==> src/rtl/gshare_predictor.sv <==
`default_nettype none
// ============================================================================
// gshare_predictor : table of N-bit saturating direction counters, indexed by
//                    PC (optionally XOR global history); zero-latency predict,
//                    registered update with GHR repair on misprediction.
// Revision: 1.0
// ============================================================================
module gshare_predictor #(
  parameter int CTR_BITS   = 2,
  parameter int INDEX_BITS = 6,
  parameter int HIST_BITS  = 6,
  parameter int MODE       = 1
) (
  input  logic                 clk,
  input  logic                 reset,
  input  logic                 pred_valid,
  input  logic [31:0]          pred_pc,
  output logic                 pred_taken,
  output logic [HIST_BITS-1:0] pred_ghr,
  input  logic                 update_valid,
  input  logic [31:0]          update_pc,
  input  logic [HIST_BITS-1:0] update_ghr,
  input  logic                 update_taken,
  input  logic                 update_mispredict
);

  localparam int                  ENTRIES      = 1 << INDEX_BITS;
  localparam int                  CTR_INIT_INT = (1 << (CTR_BITS - 1)) - 1;
  localparam logic [CTR_BITS-1:0] CTR_INIT     = CTR_INIT_INT[CTR_BITS-1:0];
  localparam logic [CTR_BITS-1:0] CTR_MAX      = '1;

  logic [CTR_BITS-1:0]   table_q [ENTRIES];
  logic [HIST_BITS-1:0]  ghr_q;
  logic [HIST_BITS-1:0]  ghr_d;
  logic [INDEX_BITS-1:0] pred_idx;
  logic [INDEX_BITS-1:0] upd_idx;
  logic [CTR_BITS-1:0]   upd_ctr;
  logic [CTR_BITS-1:0]   upd_ctr_d;
  logic [HIST_BITS-1:0]  ghr_repair;
  logic [HIST_BITS-1:0]  ghr_spec;

  if (MODE == 1) begin : g_mode_gshare
    assign pred_idx = pred_pc[INDEX_BITS+1:2]   ^ INDEX_BITS'(ghr_q);
    assign upd_idx  = update_pc[INDEX_BITS+1:2] ^ INDEX_BITS'(update_ghr);
  end else begin : g_mode_bimodal
    assign pred_idx = pred_pc[INDEX_BITS+1:2];
    assign upd_idx  = update_pc[INDEX_BITS+1:2];
  end

  // Prediction reads the registered table only: a same-cycle update to the
  // same entry is seen one cycle later.
  assign pred_taken = table_q[pred_idx][CTR_BITS-1];
  assign pred_ghr   = ghr_q;
  assign upd_ctr    = table_q[upd_idx];

  always_comb begin
    upd_ctr_d = upd_ctr;
    if (update_taken) begin
      if (upd_ctr != CTR_MAX) upd_ctr_d = upd_ctr + 1'b1;
    end else begin
      if (upd_ctr != '0) upd_ctr_d = upd_ctr - 1'b1;
    end
  end

  always_ff @(posedge clk or negedge reset) begin
    if (!reset) begin
      for (int i = 0; i < ENTRIES; i++) table_q[i] <= CTR_INIT;
    end else if (update_valid) begin
      table_q[upd_idx] <= upd_ctr_d;
    end
  end

  if (HIST_BITS == 1) begin : g_hist_one
    assign ghr_repair = update_taken;
    assign ghr_spec   = pred_taken;
  end else begin : g_hist_multi
    assign ghr_repair = {update_ghr[HIST_BITS-2:0], update_taken};
    assign ghr_spec   = {ghr_q[HIST_BITS-2:0], pred_taken};
  end

  // Repair from EX reflects architectural history and overrides the
  // speculative shift from IF.
  always_comb begin
    ghr_d = ghr_q;
    if (update_valid && update_mispredict) begin
      ghr_d = ghr_repair;
    end else if (pred_valid) begin
      ghr_d = ghr_spec;
    end
  end

  always_ff @(posedge clk or negedge reset) begin
    if (!reset) begin
      ghr_q <= '0;
    end else begin
      ghr_q <= ghr_d;
    end
  end

  logic unused_ok;
  assign unused_ok = ^{pred_pc[31:INDEX_BITS+2], pred_pc[1:0],
                       update_pc[31:INDEX_BITS+2], update_pc[1:0], update_ghr};

endmodule
`default_nettype wire

==> config.mk <==
export PLATFORM = sky130hd
export DESIGN_NAME = gshare_predictor
export DESIGN_NICKNAME = d
export VERILOG_FILES = /design/src/rtl/gshare_predictor.sv
export SDC_FILE = /design/constraint.sdc
export NUM_CORES = 1
export LEC_CHECK = 0
export BUFFER_PORTS_ARGS = -buffer_cell sky130_fd_sc_hd__clkbuf_2
export CAP_MARGIN = 20
export CORE_AREA = 2 2 143 145
export CTS_CLUSTER_DIAMETER = 60
export CTS_CLUSTER_SIZE = 14
export DETAILED_ROUTE_END_ITERATION = 6
export DIE_AREA = 0 0 145 147
export SETUP_SLACK_MARGIN = 0.3
export SLEW_MARGIN = 5
export SYNTH_ARGS = -nofsm -noshare
export SYNTH_HDL_FRONTEND = slang
export SYNTH_SLANG_ARGS = --single-unit
export TNS_END_PERCENT = 10
==> constraint.sdc <==
create_clock -name clk -period 6.29 [get_ports clk]
set_input_delay 0.629 -clock clk [delete_from_list [all_inputs] [get_ports clk]]
set_output_delay 0.629 -clock clk [all_outputs]
set_load 0.005 [all_outputs]
== After elaboration in Yosys (flattened, before gate mapping) ==
Cells that the tools add are included.
Word-level totals
  logic and storage cells: 93
  register bits after elaboration: 134
  output and inout bits: 7
  input port bits: 76
Cells by class
  add/sub/neg operators: 2
  $lt $le $gt $ge: 3
  reduce and logical (&&, ||, !) cells: 4
  bitwise operators: 4
  mux-type cells: 14
  equal/unequal tests: 1
Operator list (count)
  bitwise mux 128 bit: 1
  binary-select mux 2 bit (select 6 bit): 2
  2-to-1 mux 2 bit: 8
  >= comparator 7 bit (second input constant): 2
  NOT 6 -> 7 bit: 2
  demux 2 bit (select 6 bit): 1
  2-to-1 mux 6 bit: 2
  bitwise XOR 6 bit: 2
  < comparator 7 x 1 -> 1 bit (second input constant): 1
  nonzero test 2 bit: 2
  adder 2 x 1 -> 2 bit (second input constant): 1
  logical AND 1 bit: 2
  inequality test 2 bit (second input constant): 1
  subtractor 2 x 1 -> 2 bit (second input constant): 1

== Logic depth before layout (Yosys ltp) ==
Gate-level depths: netlist of run 1.
  depth in word-level cells: 9
  mapped depth: 11
  gate-level depth less buffers: 8

== Worst setup path before layout of run 1 ==
OpenSTA, ideal clock, no wires.
  path type: input -> output
  from: in pred_pc[2]
  to: out pred_taken
  data required time: 5661 ps
  buffers on the path: 1
  stages on the path: 6
  arrival: 2823 ps
  slack: 2838 ps
  cells stage by stage: xor2_1 -> buf_4 -> mux4_2 -> mux4_2 -> a211oi_1 -> a21oi_1
Between the ends
  word-level cells in the longest chain between the ends: 5
RTL lines
  start, declared: line 17  | input logic [31:0] pred_pc,
  bitwise XOR 6 bit: line 43  | assign pred_idx = pred_pc[INDEX_BITS+1:2] ^ INDEX_BITS'(ghr_q);
  NOT 6 -> 7 bit (implied by the code): line 52  | assign pred_taken = table_q[pred_idx][CTR_BITS-1];
  binary-select mux 2 bit (select 6 bit): line 52
  2-to-1 mux 2 bit (implied by the code) (2 in a row): line 52
  end, declared: line 18  | output logic pred_taken,
Every way passes these cells. The select of a mux whose other input is x is not followed.

== Worst setup path in the final report of run 1 ==
  from: in update_pc[3]
  to: reg table_q[54] (netlist bit)
Between the ends
  word-level cells in the longest chain between the ends: 9
  elaborated cells on any way between the ends: 18
RTL lines
  start, declared: line 21  | input logic [31:0] update_pc,
  bitwise XOR 6 bit (*): line 44  | assign upd_idx = update_pc[INDEX_BITS+1:2] ^ INDEX_BITS'(update_ghr);
  NOT 6 -> 7 bit (implied by the code) (*): line 54, 69
  binary-select mux 2 bit (select 6 bit): line 54  | assign upd_ctr = table_q[upd_idx];
  2-to-1 mux 2 bit (implied by the code) (2 in a row): line 54
  subtractor 2 x 1 -> 2 bit, or another cell as far along: line 61  | if (upd_ctr != '0) upd_ctr_d = upd_ctr - 1'b1;
  2-to-1 mux 2 bit, on equally long branches: line 61, 59
  2-to-1 mux 2 bit: line 58  | if (update_taken) begin
  bitwise mux 128 bit (*): line 69  | table_q[upd_idx] <= upd_ctr_d;
  end signal, assigned by index: line 69
  end, declared: line 32  | logic [CTR_BITS-1:0] table_q [ENTRIES];
Every way passes the cells marked *; elsewhere a longest branch is shown, timed or not. The select of a mux whose other input is x is not followed.
A chain may end at the register's enable or synchronous reset.

==> impl_metrics.csv, run 1 <==
group,metric,value,unit
outcome,outcome,"completed",
detailed_routing,ant_nets,0,
grt,grt_max_degree,87,
worst_setup_path,worstPathMaxFanout,64,
worst_setup_path,path_class,"in -> reg",
grt,grt_usage,19.7,%
worst_setup_path,r2r_cells,9,
floorplanning,die_h,147,um
logic_synthesis,synth_top_area_share,24.4,%
grt,grt_pass1_vias,5333,
sta,setup-violations-final,0,
sta,final.setup.worst_slack,2.36,ns
worst_setup_path,critPathMaxStageDelay,0.85,ns
cts,clk_pin_slew,0.05,ns
final_layout,post_layout_nonfiller_instances,1007,
logic_synthesis,netlist_area,7180,um^2
detailed_routing,routedWlPerCell,19.9,um
sta,finalSetupTns,0,ns
power,power.density,364,nW/um^2
detailed_routing,dr_wl_met3,1170,um
power,p_switching,0.904,mW
power,internal_power,2.07,mW
power,switching_share,30.4,%
cts,cts_buffers,17,
grt,grt_pass1_wl,31600,um
power,pwr-share-seq,42.0,%
worst_setup_path,cp_num_cells,10,
final_layout,mostFrequentLayoutCell,"nand2_1",
cts,clock-root-buffer,"clkbuf_16",
logic_synthesis,ys_ff_latch,134,
cts,cts.hold.buffers_added,0,
cts,post_cts_buffers,0,
final_layout,drive_gt1_share,31.3,%
final_layout,diodes,0,
grt,overflow,0,
sta,fin_crit,3.93,ns
logic_synthesis,yosysTopAreaCell,"dfrtp_1",
worst_setup_path,rrSetupSlack,3.38,ns
worst_setup_path,worst_path_dominant_cell_family,"compound AO/OA/AOI/OAI gates",
cts,cts_tree,"yes",
worst_setup_path,crit_end,"table_q[54]",
floorplanning,io_pins,83,
worst_setup_path,cp.required,6.60,ns
placed_design,dp.cells,974,
final_layout,area_growth,13.5,%
worst_setup_path,path_cells,"clkbuf_2 -> xor2_4 -> buf_4 -> mux2_2 -> a221oi_1 -> a21oi_1 -> o21ai_0 -> and4_4 -> maj3_4 -> o21ai_0",
worst_setup_path,cp-startpoint,"update_pc[3]",
worst_setup_path,critPathLaunchType,"input pin",
logic_synthesis,ys.flop_type,"dfrtp_1",
floorplanning,rows,52,
sta,clock.fmax,0.255,GHz
grt,antenna_found_initial,0,
sta,skew,0.00638,ns
sta,slew_headroom,18.0,%
floorplanning,die-area,21300,um^2
logic_synthesis,synth_area_leaders,"dfrtp_1 24%, dfstp_2 23%, nand2_1 11%",
logic_synthesis,syn_avg_cell_area,10.3,um^2
worst_setup_path,cp-end-kind,"flip-flop",
logic_synthesis,yosys_warnings,0,
worst_setup_path,crit_top_cell,"o21ai_0",
power,p_comb_share,23.2,%
detailed_routing,dr.first_iter.drc_count,496,
sta,post-route-period-util,62.5,%
cts,post_cts_resized,0,
final_layout,fin_nets,800,
sta,worstMarginPinSlew,1.22,ns
detailed_routing,remaining_drc_errors,0,
detailed_routing,wl_met2,9450,um
cts,h-tree-depth,4,
logic_synthesis,syn-instance-count,695,
detailed_routing,first_pass_iters,5,
run,maxCapViolations,0,
detailed_routing,vias,5459,
logic_synthesis,synth_cell_types,45,
placed_design,pre_cts_ws,1.85,ns
detailed_routing,viasPerCell,5.42,
power,p_clk_share,34.8,%
min_path,min_path_type,"in -> async",
cts,clock-sinks,134,
detailed_routing,routed.top_layer,"met4",
final_layout,postLayoutCoreUtil,41.1,%
cts,clock_latency,0.42,ns
power,total_power,2.97,mW
floorplanning,coreArea,19800,um^2
logic_synthesis,syn_nets,771,
sta,hold_viol,0,
logic_synthesis,synth_edf_count,0,
floorplanning,die_w,145,um
power,p_leak,3.18,nW
final_layout,mostFrequentLayoutCells,"219 x nand2_1, 90 x o21ai_1, 70 x dfrtp_1",
logic_synthesis,ys_seq_area_share,47.8,%
worst_setup_path,r2r-start,"pred_ghr[0]",
placed_design,portBuffers,30,
worst_setup_path,r2r_end,"pred_ghr[0]",
logic_synthesis,synth-async-reset-ratio,100,%
detailed_routing,m1WireLength,9000,um
placed_design,hpwl,13000,um
worst_setup_path,worst_ep_arrival_time,4.24,ns
worst_setup_path,slowest_stage,"maj3_4",
floorplanning,initial_core_util,36.2,%
placed_design,place_congestion,0.828,
detailed_routing,wirelength,20100,um
power,irDropWorstVdd,0.213,mV
sta,rsz0062_at_grt,"no",
worst_setup_path,crit_buf_inv,2,
cts,cts.path.max_buffers,2,
sta,final-max-slew-violation-count,0,
Yosys cell counts (all sizes together), types with 2 or more instances:
master	n
mux2i	8
xor2	10
o2111ai	2
xnor2	8
buf	20
nor2	19
a221oi	15
maj3	2
o22ai	9
a21oi	6
nand2	219
dfrtp	70
nor3	6
and3	2
a22oi	10
o211ai	2
clkbuf	12
mux4	30
mux2	22
dfstp	64
nand3	14
o21ai	135
cells by family (layout without fill, tap and decap cells):
family	after synthesis	count (layout)	share of synthesized area, %
buffers and inverters	33	75	4.10
adders and majority gates	2	2	0.384
DFF	134	134	47.8
and+or+nand+nor	265	265	14.9
AOI/OAI and AO/OA	183	183	16.0
xor gates and xnor gates	18	18	2.56
muxes	60	60	14.3
worst min path at each step:
stage,startpoint,endpoint,cells past startpoint
after global routing,reset,table_q[109],1
final,reset,table_q[97],1
after floorplan,reset,pred_ghr[0],0
after CTS,reset,table_q[101],1
after global placement,table_q[114],table_q[114],2
after detailed placement,table_q[2],table_q[2],2
sequential cells by signal (all words and copies together), names as in the netlist:
name and cells:
table_q 128, pred_ghr 6
worst register-to-register path: stages, from the launching register on:
cell,delay [ns]
dfrtp_1,0.43
xor2_2,0.16
buf_4,0.36
mux4_2,0.59
mux4_2,0.49
nor2b_1,0.15
a211oi_1,0.23
a21oi_1,0.13
mux2i_1,0.16
mux2i_1,0.08
routing by layer:
| layer | global-route usage, % | up-vias |
|---|---|---|
| met5 | 0 | - |
| met4 | 7.52 | 0 |
| met3 | 3.73 | 27 |
| met2 | 30.8 | 200 |
| met1 | 27.3 | 2655 |
| li1 | - | 2577 |
final cells by class:
type	count	area, um^2
fillers	1896	11700
inverters	1	3.75
clock buffers	24	492
clock inverters	8	120
repair buffers	42	246
flip-flops and latches	134	3430
well taps	270	338
multi-input cells	528	3520
power by group through the flow:
| stage | sequential, mW | clock, mW | combinational (mW) |
|---|---|---|---|
| 6_report | 1.25 | 1.03 | 0.688 |
| 5_1_grt | 1.27 | 1.09 | 0.758 |
| 4_1_cts | 1.25 | 1.05 | 0.692 |
| 3_5_place_dp | 1.26 | 0 | 0.692 |
| 3_3_place_gp | 1.25 | 0 | 0.678 |
| 2_1_floorplan | 1.21 | 0 | 0.532 |
metrics by stage:
stage / hold slack (ns) / cell area [um^2]
after global placement: 0.450 / 7530
after floorplan: 0.333 / 7180
after global routing: 0.330 / 8150
after detailed placement: 0.454 / 7530
final: 0.268 / 8150
after CTS: 0.294 / 8140
Power figures use the tool's default switching activity.
==> run 2, diff against run 1 <==
Clock period 6.29 ns to 3.7 ns, I/O delays scaled along.
==> impl_metrics.csv, run 2 (synthesized netlist as in run 1, its figures left out) <==
group,metric,value,unit
placed_design,placed_area,7810,um^2
final_layout,fin_nets,830,
min_path,min_path_type,"in -> async",
grt,grt_usage,20.5,%
cts,clock_latency,0.43,ns
power,p_clk_share,35.1,%
worst_setup_path,cp-end-kind,"output pin",
floorplanning,die_h,147,um
final_layout,diodes,0,
sta,skew,0.00795,ns
sta,holdWs,-0.0142,ns
detailed_routing,viasPerCell,5.46,
final_layout,drive_gt1_share,34.4,%
final_layout,area_growth,18.5,%
sta,finalSetupTns,0,ns
sta,setup-violations-final,0,
final_layout,mostFrequentLayoutCells,"219 x nand2_1, 90 x o21ai_1, 69 x dfrtp_1",
sta,clock.fmax,0.305,GHz
cts,h-tree-depth,4,
grt,grt_max_degree,79,
detailed_routing,routedWlPerCell,20.0,um
power,power.density,618,nW/um^2
worst_setup_path,cp.required,3.33,ns
worst_setup_path,critPathLaunchType,"flip-flop",
worst_setup_path,worstPathMaxFanout,8,
floorplanning,io_pins,83,
sta,final-max-slew-violation-count,0,
floorplanning,die-area,21300,um^2
sta,hold_viol,2,
power,irDropWorstVdd,0.344,mV
sta,rsz0062_at_grt,"no",
cts,cts.path.max_buffers,2,
floorplanning,rows,52,
worst_setup_path,worst_ep_arrival_time,2.91,ns
sta,post-route-period-util,88.5,%
detailed_routing,vias,5667,
placed_design,hpwl,14300,um
detailed_routing,dr.first_iter.drc_count,615,
cts,cts.hold.buffers_added,0,
detailed_routing,routed.top_layer,"met4",
placed_design,place_congestion,0.877,
final_layout,multi_input_area,3510,um^2
floorplanning,initial_core_util,36.2,%
detailed_routing,m1WireLength,8860,um
power,internal_power,3.66,mW
final_layout,top_register,"table_q",
final_layout,fin_area,8500,um^2
cts,clock-root-buffer,"clkbuf_16",
grt,grt_pass1_vias,5720,
final_layout,fillCellCount,1894,
final_layout,largest_register_ffs,128,
sta,worstMarginPinSlew,0.895,ns
detailed_routing,ant_nets,0,
final_layout,mostFrequentLayoutCell,"nand2_1",
detailed_routing,wirelength,20700,um
power,p_leak,3.38,nW
cts,cts_buffers,17,
floorplanning,coreArea,19800,um^2
sta,fin_crit,3.28,ns
detailed_routing,dr_wl_met3,1470,um
power,pwr-share-seq,40.5,%
outcome,violations,"hold timing",
grt,overflow,0,
power,p_switching,1.59,mW
placed_design,portBuffers,30,
power,switching_share,30.3,%
cts,clk_pin_slew,0.06,ns
detailed_routing,remaining_drc_errors,0,
grt,antenna_found_initial,0,
power,total_power,5.26,mW
power,p_comb_share,24.5,%
cts,clock-sinks,134,
detailed_routing,wl_met2,9690,um
grt,grt_pass1_wl,33400,um
final_layout,ff_latch_area,3430,um^2
outcome,outcome,"complete, but fails checks",
cts,cts_tree,"yes",
sta,slew_headroom,39.9,%
run,maxCapViolations,0,
worst_setup_path,path_class,"reg -> out",
detailed_routing,first_pass_iters,6,
floorplanning,die_w,145,um
## run 2: changes by cell type in the layout (fill, tap and decap cells not counted), sizes merged
cell	previous run	this run
buf	13	43
clkbuf	53	50
bufinv	3	4
inv	1	2
clkinv	3	4
## run 2: repair_timing
item                                    in CTS  in global routing
endpoints found under the setup margin       1                  1
resized for setup                            3                  5
setup buffers                                0                  3
hold endpoints to repair                     0                  0
gates cloned                                 0                  0
## run 2: metal layers
metal / GRT usage [%] / vias to the layer above
met5: 0 / -
met4: 8.47 / 0
met3: 4.78 / 42
met2: 32.0 / 226
met1: 27.7 / 2773
li1: - / 2626
## run 2: layout make-up
class                      instances  area share [%]
multi-input combinational        528            41.3
tap                              270            3.97
clock inverter                    11            2.02
sequential                       134            40.4
timing repair buffer              72            6.77
inverter                           1          0.0441
clock buffer                      21            5.53
## run 2: stage by stage
step	setup slack, ns	utilization [%]	cells
3_3_place_gp	0.395	39.4	1002
5_1_grt	0.298	42.9	1037
6_report	0.425	42.9	1037
3_5_place_dp	0.402	39.4	1002
4_1_cts	0.340	42.6	1034
2_1_floorplan	0.702	-	695
## run 2: worst paths after layout
check | startpoint | endpoint | slack, ns | cells past startpoint
setup reg to reg | pred_ghr[0] | pred_ghr[0] | 1.01 | 9
max in group asynchronous | reset | table_q[62] | 2.88 | 2
min in group clk | update_ghr[2] | pred_ghr[3] | 0.26 | 3
setup / recovery | pred_ghr[0] | pred_taken | 0.42 | 8
hold / removal | reset | table_q[103] | -0.01 | 1
hold reg to reg | table_q[98] | table_q[98] | 0.46 | 2
## run 2: power by group through the flow
stage	logic, mW	registers (mW)	clock network, mW
CTS	1.26	2.12	1.87
global placement	1.24	2.13	0
floorplan	0.905	2.06	0
finish	1.29	2.13	1.84
detailed placement	1.26	2.14	0
global route	1.42	2.17	1.93
## run 2: worst max-delay path: stages (launching register included)
cell	delay, ns
dfrtp_1	0.44
xor2_2	0.22
buf_12	0.16
buf_4	0.18
mux4_2	0.53
mux4_2	0.49
mux2i_2	0.20
a21oi_2	0.11
clkbuf_2	0.13
